--- src/rtl/vram_arbiter.sv ---
// vram_arbiter: shares a single-port synchronous 2K x 8 display RAM between
// the text-scan video fetch path (strict priority, fixed latency) and the CPU
// bus (req/ack handshake). CPU request cycles lost to video are counted in a
// saturating debug counter.
module vram_arbiter #(
  parameter int ADDR_W = 11,
  parameter int DATA_W = 8,
  parameter int CNT_W  = 16
) (
  input  logic              clk_pixel,
  input  logic              rst_n,
  input  logic              vid_req,
  input  logic [ADDR_W-1:0] vid_addr,
  output logic [DATA_W-1:0] vid_data,
  output logic              vid_valid,
  input  logic              cpu_req,
  input  logic              cpu_we,
  input  logic [ADDR_W-1:0] cpu_addr,
  input  logic [DATA_W-1:0] cpu_wdata,
  output logic [DATA_W-1:0] cpu_rdata,
  output logic              cpu_ack,
  output logic [ADDR_W-1:0] ram_addr,
  output logic              ram_we,
  output logic [DATA_W-1:0] ram_wdata,
  input  logic [DATA_W-1:0] ram_rdata,
  output logic [CNT_W-1:0]  collision_cnt
);

  typedef enum logic [2:0] {
    IDLE,
    RD_WAIT,
    RD_CAP,
    WR_DONE,
    ACK
  } cpu_state_t;

  cpu_state_t state;

  // Video pipeline valid bits: stage 1 = address on RAM port, stage 2 = data
  // coming out of the RAM.
  logic vid_p1;
  logic vid_p2;

  // A CPU access may only start from IDLE and only when video leaves the slot.
  logic cpu_issue;
  logic collision;

  assign cpu_issue = (state == IDLE) && cpu_req && !vid_req;
  assign collision = (state == IDLE) && cpu_req && vid_req;

  // Address slot arbitration: video always wins, an idle CPU request fills
  // otherwise-empty slots; a write strobe never lasts more than one cycle.
  always_ff @(posedge clk_pixel) begin
    // NOTE: reset is sampled on the clock edge and all state uses <= so every
    // block sees pre-edge values regardless of evaluation order.
    if (!rst_n) begin
      ram_addr  <= '0;
      ram_we    <= 1'b0;
      ram_wdata <= '0;
    end else if (vid_req) begin
      ram_addr <= vid_addr;
      ram_we   <= 1'b0;
    end else if (cpu_issue) begin
      ram_addr  <= cpu_addr;
      ram_we    <= cpu_we;
      ram_wdata <= cpu_wdata;
    end else begin
      ram_we <= 1'b0;
    end
  end

  // Fixed two-edge video pipeline: capture RAM data two edges after issue.
  always_ff @(posedge clk_pixel) begin
    if (!rst_n) begin
      vid_p1    <= 1'b0;
      vid_p2    <= 1'b0;
      vid_valid <= 1'b0;
      vid_data  <= '0;
    end else begin
      vid_p1    <= vid_req;
      vid_p2    <= vid_p1;
      vid_valid <= vid_p2;
      if (vid_p2) begin
        vid_data <= ram_rdata;
      end
    end
  end

  // CPU transaction FSM: once issued, an access runs to its ack regardless of
  // video traffic or cpu_req dropping.
  always_ff @(posedge clk_pixel) begin
    if (!rst_n) begin
      state     <= IDLE;
      cpu_ack   <= 1'b0;
      cpu_rdata <= '0;
    end else begin
      case (state)
        IDLE: begin
          if (cpu_issue) begin
            state <= cpu_we ? WR_DONE : RD_WAIT;
          end
        end
        RD_WAIT: state <= RD_CAP;
        RD_CAP: begin
          cpu_rdata <= ram_rdata;
          cpu_ack   <= 1'b1;
          state     <= ACK;
        end
        WR_DONE: begin
          cpu_ack <= 1'b1;
          state   <= ACK;
        end
        ACK: begin
          cpu_ack <= 1'b0;
          state   <= IDLE;
        end
        default: state <= IDLE;
      endcase
    end
  end

  // Saturating count of idle CPU request cycles pre-empted by video.
  always_ff @(posedge clk_pixel) begin
    if (!rst_n) begin
      collision_cnt <= '0;
    end else if (collision && (collision_cnt != {CNT_W{1'b1}})) begin
      collision_cnt <= collision_cnt + CNT_W'(1);
    end
  end

endmodule

--- config.mk ---
export PLATFORM = sky130hd
export DESIGN_NAME = vram_arbiter
export DESIGN_NICKNAME = d
export VERILOG_FILES = /design/src/rtl/vram_arbiter.sv
export SDC_FILE = /design/constraint.sdc
export NUM_CORES = 1
export LEC_CHECK = 0
export CORE_ASPECT_RATIO = 1.4
export CORE_MARGIN = 2
export CORE_UTILIZATION = 39
export DETAILED_ROUTE_END_ITERATION = 16
export GPL_ROUTABILITY_DRIVEN = 1
export PLACE_DENSITY = 0.76
export SYNTH_ARGS = -nofsm -noshare
export SYNTH_HDL_FRONTEND = slang
export SYNTH_SLANG_ARGS = --single-unit
export TNS_END_PERCENT = 5
--- constraint.sdc ---
create_clock -name clk_pixel -period 2.1 [get_ports clk_pixel]
set_input_delay 0.21 -clock clk_pixel [delete_from_list [all_inputs] [get_ports clk_pixel]]
set_output_delay 0.21 -clock clk_pixel [all_outputs]
set_load 0.05 [all_outputs]
=== Word level (Yosys, flattened, before mapping) ===
Index checks and enable logic that the tools add are counted.

* Order comparisons: 0
* Multiplexer cells: 6
* Reductions and logical operators: 11
* Divide/modulo/power cells: 0
* Eq/ne operators: 6
* Shift operators: 0
* Add/subtract/negate cells: 1
* $mul: 0
* Bitwise operators: 3

{| class="wikitable"
|+ Operator list
! operator !! count
|-
| $mux 11 || 2
|-
| $add 16x1->16 const B || 1
|-
| $ne 16x16->1 const B || 1
|-
| $pmux 3 s3 || 1
|-
| $eq 3x2->1 const B || 2
|-
| $logic_and 1x1->1 || 4
|-
| $reduce_bool 2->1 || 2
|-
| $eq 3x1->1 const B || 1
|-
| $eq 3x3->1 const B || 1
|-
| $logic_not 3->1 || 1
|-
| $mux 3 || 1
|-
| $not 1->1 || 3
|-
| $reduce_or 3->1 || 1
|-
| $mux 2 || 1
|-
| $ne 2x2->1 const B || 1
|-
| $pmux 1 s2 || 1
|-
| $reduce_and 2->1 || 1
|-
| $reduce_or 2->1 || 1
|-
| $logic_not 1->1 || 1
|}

* Logic and storage cells: 38
* Flip-flop bits (word level): 59
* Output and inout port bits: 54
* Memories: 0
* Input bits: 43
* RAM bits: 0
* Bits in read-only memories: 0
* Latch bits: 0

=== Longest topological paths before layout ===
Gate-level depths: netlist of the first run.

* Word-level depth: 5
* Gate-level depth with buffers: 5
* Gate-level depth less buffers: 5

=== Least setup slack after synthesis of the first run ===
Ideal clock, no wire load.

* Path kind: flip-flop to flip-flop
* From: register collision_cnt[2]
* To: register collision_cnt[15]
* Stages on the path, launching flop included: 5
* Arrival: 2.231 ns
* Library setup time: 0.070 ns
* Data required time: 2.030 ns
* Setup slack: -0.201 ns
* Buffers on the path: 0
* Cell sequence: dfxtp_1 nand4_1 or4_1 or4_1 a21oi_1

* Word-level cells in the longest chain between the ends: 2
* Elaborated cells between the ends (all ways): 3
* Those cells by class: add/sub (1); eq/ne (1); reduce/logical (1)

{| class="wikitable"
|+ RTL lines
! what !! line !! RTL
|-
| start: declaration || 26 || <nowiki>output logic [CNT_W-1:0] collision_cnt</nowiki>
|-
| start signal: assignment || 127 || <nowiki>collision_cnt <= collision_cnt + CNT_W'(1);</nowiki>
|-
| branches (longest 2 deep; another with $add 16x1->16) || n/a ||
|}

Several ways; the timed one is not identified.
A chain may end at the register's enable or synchronous reset.

=== Worst setup path after layout of the first run ===
* From: register state[1]
* To: register collision_cnt[11]

* Word-level cells in the longest chain between the ends: 4

{| class="wikitable"
|+ RTL lines
! what !! line !! RTL
|-
| start: declaration || 37 || <nowiki>cpu_state_t state;</nowiki>
|-
| start signal: assignment || 100 || <nowiki>state <= cpu_we ? WR_DONE : RD_WAIT;</nowiki>
|-
| $logic_not 3->1 || 49 || <nowiki>assign collision = (state == IDLE) && cpu_req && vid_req;</nowiki>
|-
| $logic_and 1x1->1 (2 in series) || 49 ||
|-
| $logic_and 1x1->1 || 126 || <nowiki>end else if (collision && (collision_cnt != {CNT_W{1'b1}})) begin</nowiki>
|}

Every way passes these cells.

==> results of run 1 <==
[final cells by class]
cell class	instances	share of cell area
Inverter	6	0.005886
Clock inverter	4	0.01308
Clock buffer	11	0.03957
Sequential cell	59	0.3103
Tap cell	72	0.02354
Multi-Input combinational cell	182	0.3159
Timing Repair Buffer	115	0.2917
[logic make-up after synthesis]
logic type                 count (synthesis)  synth area share
adders and majority gates                  1          0.005101
and+or+nand+nor                          102            0.2092
buffers and inverters                     19           0.02959
DFF                                       59            0.4816
muxes                                     44            0.1852
AOI/OAI and AO/OA                         35           0.08929
[final timing paths]
kind                startpoint                end  slack (ns)  cells after the start
setup / recovery      state[1]  collision_cnt[11]        0.12                      4
setup reg to reg      state[1]  collision_cnt[11]        0.12                      4
hold / removal    cpu_wdata[5]       ram_wdata[5]        0.41                      3
hold reg to reg         vid_p1             vid_p2        0.44                      1
[per-stage QoR]
stage | total power, mW | utilization | setup WS (ns) | hold slack [ns] | cell area (sq um)
after floorplan | 1.480 | - | -0.02312 | 0.3460 | 2459
after global placement | 1.676 | 0.5870 | -0.1927 | 0.4195 | 3621
after detailed placement | 1.683 | 0.5870 | -0.2403 | 0.4204 | 3621
after CTS | 2.738 | 0.6197 | 0.06769 | 0.4054 | 3822
after global routing | 2.827 | 0.6203 | 0.009793 | 0.4237 | 3826
final | 2.720 | 0.6203 | 0.1193 | 0.4111 | 3826
[power breakdown]
part	switching, mW	internal, mW	total, mW
Sequential	0.0271	1.16	1.19
Combinational	0.252	0.216	0.468
Clock	0.460	0.603	1.06
[metal layers]
| layer | share of wire | vias up | track usage |
|---|---|---|---|
| met4 | 0.017 | 0 | 0.07983 |
| met3 | 0.051 | 11 | 0.06192 |
| met1 | 0.40 | 1097 | 0.2093 |
| li1 | - | 1150 | - |
| met5 | 0 | - | 0 |
| met2 | 0.53 | 61 | 0.3257 |
[cell usage in the layout, fill, tap and decap left out, drive strengths merged, types with 4 or more instances in the layout]
| cell type | n |
|---|---|
| clkbuf | 11 |
| mux2 | 11 |
| inv | 6 |
| or4 | 6 |
| buf | 19 |
| nor3 | 5 |
| nand2b | 6 |
| nor2 | 31 |
| nand2 | 28 |
| a21oi | 18 |
| nand3 | 4 |
| o31ai | 4 |
| mux2i | 33 |
| and4 | 4 |
| clkdlybuf4s50 | 96 |
| dfxtp | 59 |
[registers in the layout, summed over array words and instances, names as in the netlist]
register / flops
cpu_rdata: 8
vid_data: 8
ram_wdata: 8
ram_we: 1
vid_p2: 1
vid_p1: 1
state: 3
cpu_ack: 1
collision_cnt: 16
ram_addr: 11
vid_valid: 1
[worst max-delay path, stage by stage (launching register included)]
cell and delay, ns:
dfxtp_1 0.31, or4b_4 0.55, or4_4 0.43, or4_1 0.48, a21oi_1 0.13
[cell usage after synthesis (all sizes together) (2+ instances only)]
cell type,number
mux2,11
or2,2
nand4,3
o21ai,3
a211oi,3
a21oi,18
o31ai,4
nand3,4
and4,4
and2,3
clkbuf,11
nor2,31
nor4,3
nand2,28
mux2i,33
nand2b,6
or4,6
a31oi,2
or3,2
dfxtp,59
buf,2
inv,6
nor3,5
[timing repair]
item,4_1_cts,5_1_grt
gates resized for setup,0,1
setup endpoints to repair,0,1
buffers inserted,0,0
==> results.yml, run 1 <==
status:
  outcome: "completed"
pwr:
  p_leak_nw: 1.422
  vdd_ir_drop_max_uv: 582.6
  power_density_nw_per_um2: 710.9
clock_network:
  cts_tree: "built"
  cts_made_buffers: 9
  cts_sinks: 59
  clk_pin_slew_worst_paths_ns: 0.07
  postCtsHoldBufs: 0
  h-tree-depth: 3
  cts.path.max_buffers: 2
  clk_latency_ns: 0.35
  root_buffer: "clkbuf_8"
synthesis:
  synth_nets: 304
  ys_seq_elements: 59
  async_flop_share: 0
  seq_area_frac_synth: 0.4816
  synth_area_leaders: "dfxtp_1, mux2i_1, mux2_2"
  ys_types: 37
  syn_avg_cell_area_sq_um: 9.432
  netlist_instances: 260
  syn-cell-area_sq_um: 2452
  synth_top_cell_by_area: "dfxtp_1"
  synth_warnings: 0
  ys.flop_type: "dfxtp_1"
  synth_edf_count: 0
  yosys.area.top_type_share: 0.4816
floorplanning:
  die_width_um: 71.02
  core_sq_um: 6168
  fp.dieArea_sq_um: 6948
  rows: 34
  die-height_um: 97.83
  start_util: 0.3976
  ios: 97
finish:
  seqCellArea_sq_um: 1187
  fin_cells: 449
  area_growth_pct: 56.02
  multi_input_area_sq_um: 1209
  num-nets-final: 417
  fillers: 514
  num_antenna_cells: 0
  post_route_cells_drive_above_1_share: 0.1538
place:
  io_buffers: 96
  gp_congestion: 0.8436
  placed_cells: 434
  hpwlAfterDp_mm: 4.572
setup_path:
  worstSetupStartpointType: "register"
  required_ns: 2.37
  cp.arrival_ns: 2.25
  worstPathMaxFanout: 4
  worstSetupPathType: "register to register"
  end_kind: "register"
grt:
  grt_pass1_vias: 2253
  grt_pass1_wl_mm: 10.45
  grt_overflow: 0
  grt_max_degree: 20
  antenna_found_initial: 0
  grt_usage: 0.1885
routing:
  drtPass1Iterations: 4
  drt_iter0_drc: 118
  drt.antenna.violating_nets: 0
  vias: 2319
  drc: 0
  vias_per_cell: 5.165
  avgRoutedWirePerCell_um: 14.03
  routed_wl_mm: 6.300
sta:
  setup_viol: 0
  hold_viol: 0
  finClkSkew_ns: 0.008737
  tightest_slew_ns: 0.5922
  min_period_ns: 1.981
  fin_crit_sh: 0.9432
  rsz0062_at_grt: "no"
  max_clock_freq_ghz: 0.5049
  tns_ns: 0
  slew_viol_final: 0
  slew_headroom: 0.6048
hold_path:
  min_path_type: "input pin to register"
job:
  max_cap_viol_count: 0
No activity file was read; power rests on OpenSTA's default activity.
==> inputs of run 2 (changes only) <==
Settings changed: CORE_UTILIZATION 39 to 43, GPL_TIMING_DRIVEN from default to 0, PLACE_DENSITY 0.76 to 0.79.
Clock period 2.1 ns to 2.2 ns, I/O delays scaled along.
==> run 2 against run 1 <==
Against the previous run:
- design area shrank 2.1%
- combinational power is 5.8% lower
- non-clock buffer count down 7
- largest power group unchanged
- total power decreased by 3.5%
- first-iteration DRC count rose by 64%
- cell count shrank 2.4%
- fmax fell by 8.4%
- via count down 0.52%
- sequential cell count unchanged
==> results.yml, run 2 (synthesized netlist as in run 1, its figures left out) <==
finish:
  num-nets-final: 410
  fillers: 483
  num_antenna_cells: 0
  post_route_cells_drive_above_1_share: 0.1243
  postLayoutCoreUtil: 0.6782
  largestRegisters: "collision_cnt: 16 flops, ram_addr: 11 flops"
  largest_reg_flops: 16
  largest_register: "collision_cnt"
  mostFrequentLayoutCell: "clkdlybuf4s50_1"
  fin_cells: 438
  layout_common_cells: "clkdlybuf4s50_1, dfxtp_1, mux2i_1, nor2_1, nand2_1"
  area_growth_pct: 52.81
clock_network:
  root_buffer: "clkbuf_8"
  h-tree-depth: 3
  cts.path.max_buffers: 2
  postCtsSetupRepairBufs: 0
  cts_made_buffers: 9
  cts_sinks: 59
  postCtsHoldBufs: 0
  clk_latency_ns: 0.33
  cts_tree: "built"
  clk_pin_slew_worst_paths_ns: 0.06
floorplanning:
  ios: 97
  core_sq_um: 5525
  rows: 32
  die-height_um: 93.36
  die_width_um: 67.83
  start_util: 0.4438
  fp.dieArea_sq_um: 6332
pwr:
  p_seq_frac: 0.432
  p_switching_mw: 0.6776
  clkPwrFrac: 0.400
  power_density_nw_per_um2: 700.7
  combPwrFrac: 0.168
  p_leak_nw: 1.356
  vdd_ir_drop_max_uv: 396.9
  swShare: 0.2580
  power.internal_mw: 1.948
sta:
  rsz0062_at_grt: "yes"
  max_clock_freq_ghz: 0.4623
  hold_viol: 0
  setup_viol: 0
  tightest_slew_ns: 0.9111
  min_period_ns: 2.163
  slew_viol_final: 0
  finClkSkew_ns: 0.003274
  tns_ns: 0
  fin_crit_sh: 0.9831
  slew_headroom: 0.3893
routing:
  wl_met1_mm: 2.663
  wl_met2_mm: 3.431
  vias_per_cell: 5.267
  drt.antenna.violating_nets: 0
  vias: 2307
  drt_iter0_drc: 193
  drc: 0
  routed-wl-met3_um: 274
  routed_wl_mm: 6.509
  avgRoutedWirePerCell_um: 14.86
  drtPass1Iterations: 4
  highest_layer: "met4"
setup_path:
  cp.arrival_ns: 2.43
  worstSetupPathType: "register to register"
  worstSetupStartpointType: "register"
  required_ns: 2.47
  worstPathMaxFanout: 6
  end_kind: "register"
grt:
  grt_overflow: 0
  antenna_found_initial: 0
  grt_pass1_vias: 2216
  grt_usage: 0.2196
  grt_max_degree: 11
  grt_pass1_wl_mm: 10.41
place:
  io_buffers: 95
  hpwlAfterDp_mm: 4.581
  placed_cells: 423
  gp_congestion: 0.8395
status:
  outcome: "completed"
hold_path:
  min_path_type: "input pin to register"
job:
  max_cap_viol_count: 0
[run 2: cell types whose count changed in the layout (fill, tap and decap cells not counted), moves of 2 or more]
cell / previous run / this run
or4_4: 1 / 3
clkbuf_1: 0 / 11
or4_1: 5 / 3
a21oi_2: 0 / 2
a21oi_1: 18 / 16
buf_4: 18 / 0
clkinvlp_4: 2 / 0
clkbuf_8: 11 / 13
[run 2: critical path: stages (launching register included)]
cell and delay, ns:
dfxtp_2 0.35, or4b_4 0.52, buf_6 0.15, or4_4 0.45, or4_4 0.50, a21oi_2 0.13
[run 2: layer usage]
layer  up-vias  global-route usage
li1       1136                   -
met1      1094              0.2559
met3        13             0.03249
met4         0              0.1200
met5         -                   0
met2        64              0.3750
[run 2: path summary, 6_finish.rpt]
check / start / end / slack [ns] / depth (start not counted)
setup / recovery: state[2] / collision_cnt[11] / 0.04 / 5
hold / removal: vid_req / ram_addr[9] / 0.39 / 3
setup reg to reg: state[2] / collision_cnt[11] / 0.04 / 5
hold reg to reg: vid_p1 / vid_p2 / 0.45 / 1
[run 2: timing repair]
action,4_1_cts,5_1_grt
endpoints found under the hold margin,0,0
pin swaps,0,1
gates cloned,0,0
resized for setup,3,11
setup endpoints to repair,17,14
[run 2: power by group through the flow]
stage,clock (mW),combinational (mW),sequential (mW)
final,1.05,0.441,1.13
after global routing,1.11,0.471,1.14
after CTS,1.07,0.440,1.13
after detailed placement,0,0.437,1.16
after global placement,0,0.432,1.16
after floorplan,0,0.130,1.28
[run 2: through the flow]
stage	total power, mW	area, sq um	setup WS [ns]	hold WS [ns]
final	2.626	3747	0.03708	0.3895
after global routing	2.719	3747	-0.01429	0.4461
after CTS	2.643	3720	-0.06012	0.3878
after detailed placement	1.594	3493	-0.5475	0.4218
after global placement	1.587	3493	-0.4663	0.4188
after floorplan	1.413	2457	0.03219	0.3560
[run 2: final cells by class]
type / instances / area [sq um] / share of cell area
plain buffers: 13 / 57.56 / 0.01536
clock buffers: 14 / 182.7 / 0.04875
well taps: 68 / 85.08 / 0.02270
inverters: 6 / 22.52 / 0.006010
multi-input cells: 182 / 1230 / 0.3282
repair buffers: 95 / 950.9 / 0.2538
clock inverters: 1 / 30.03 / 0.008013
flip-flops and latches: 59 / 1189 / 0.3172
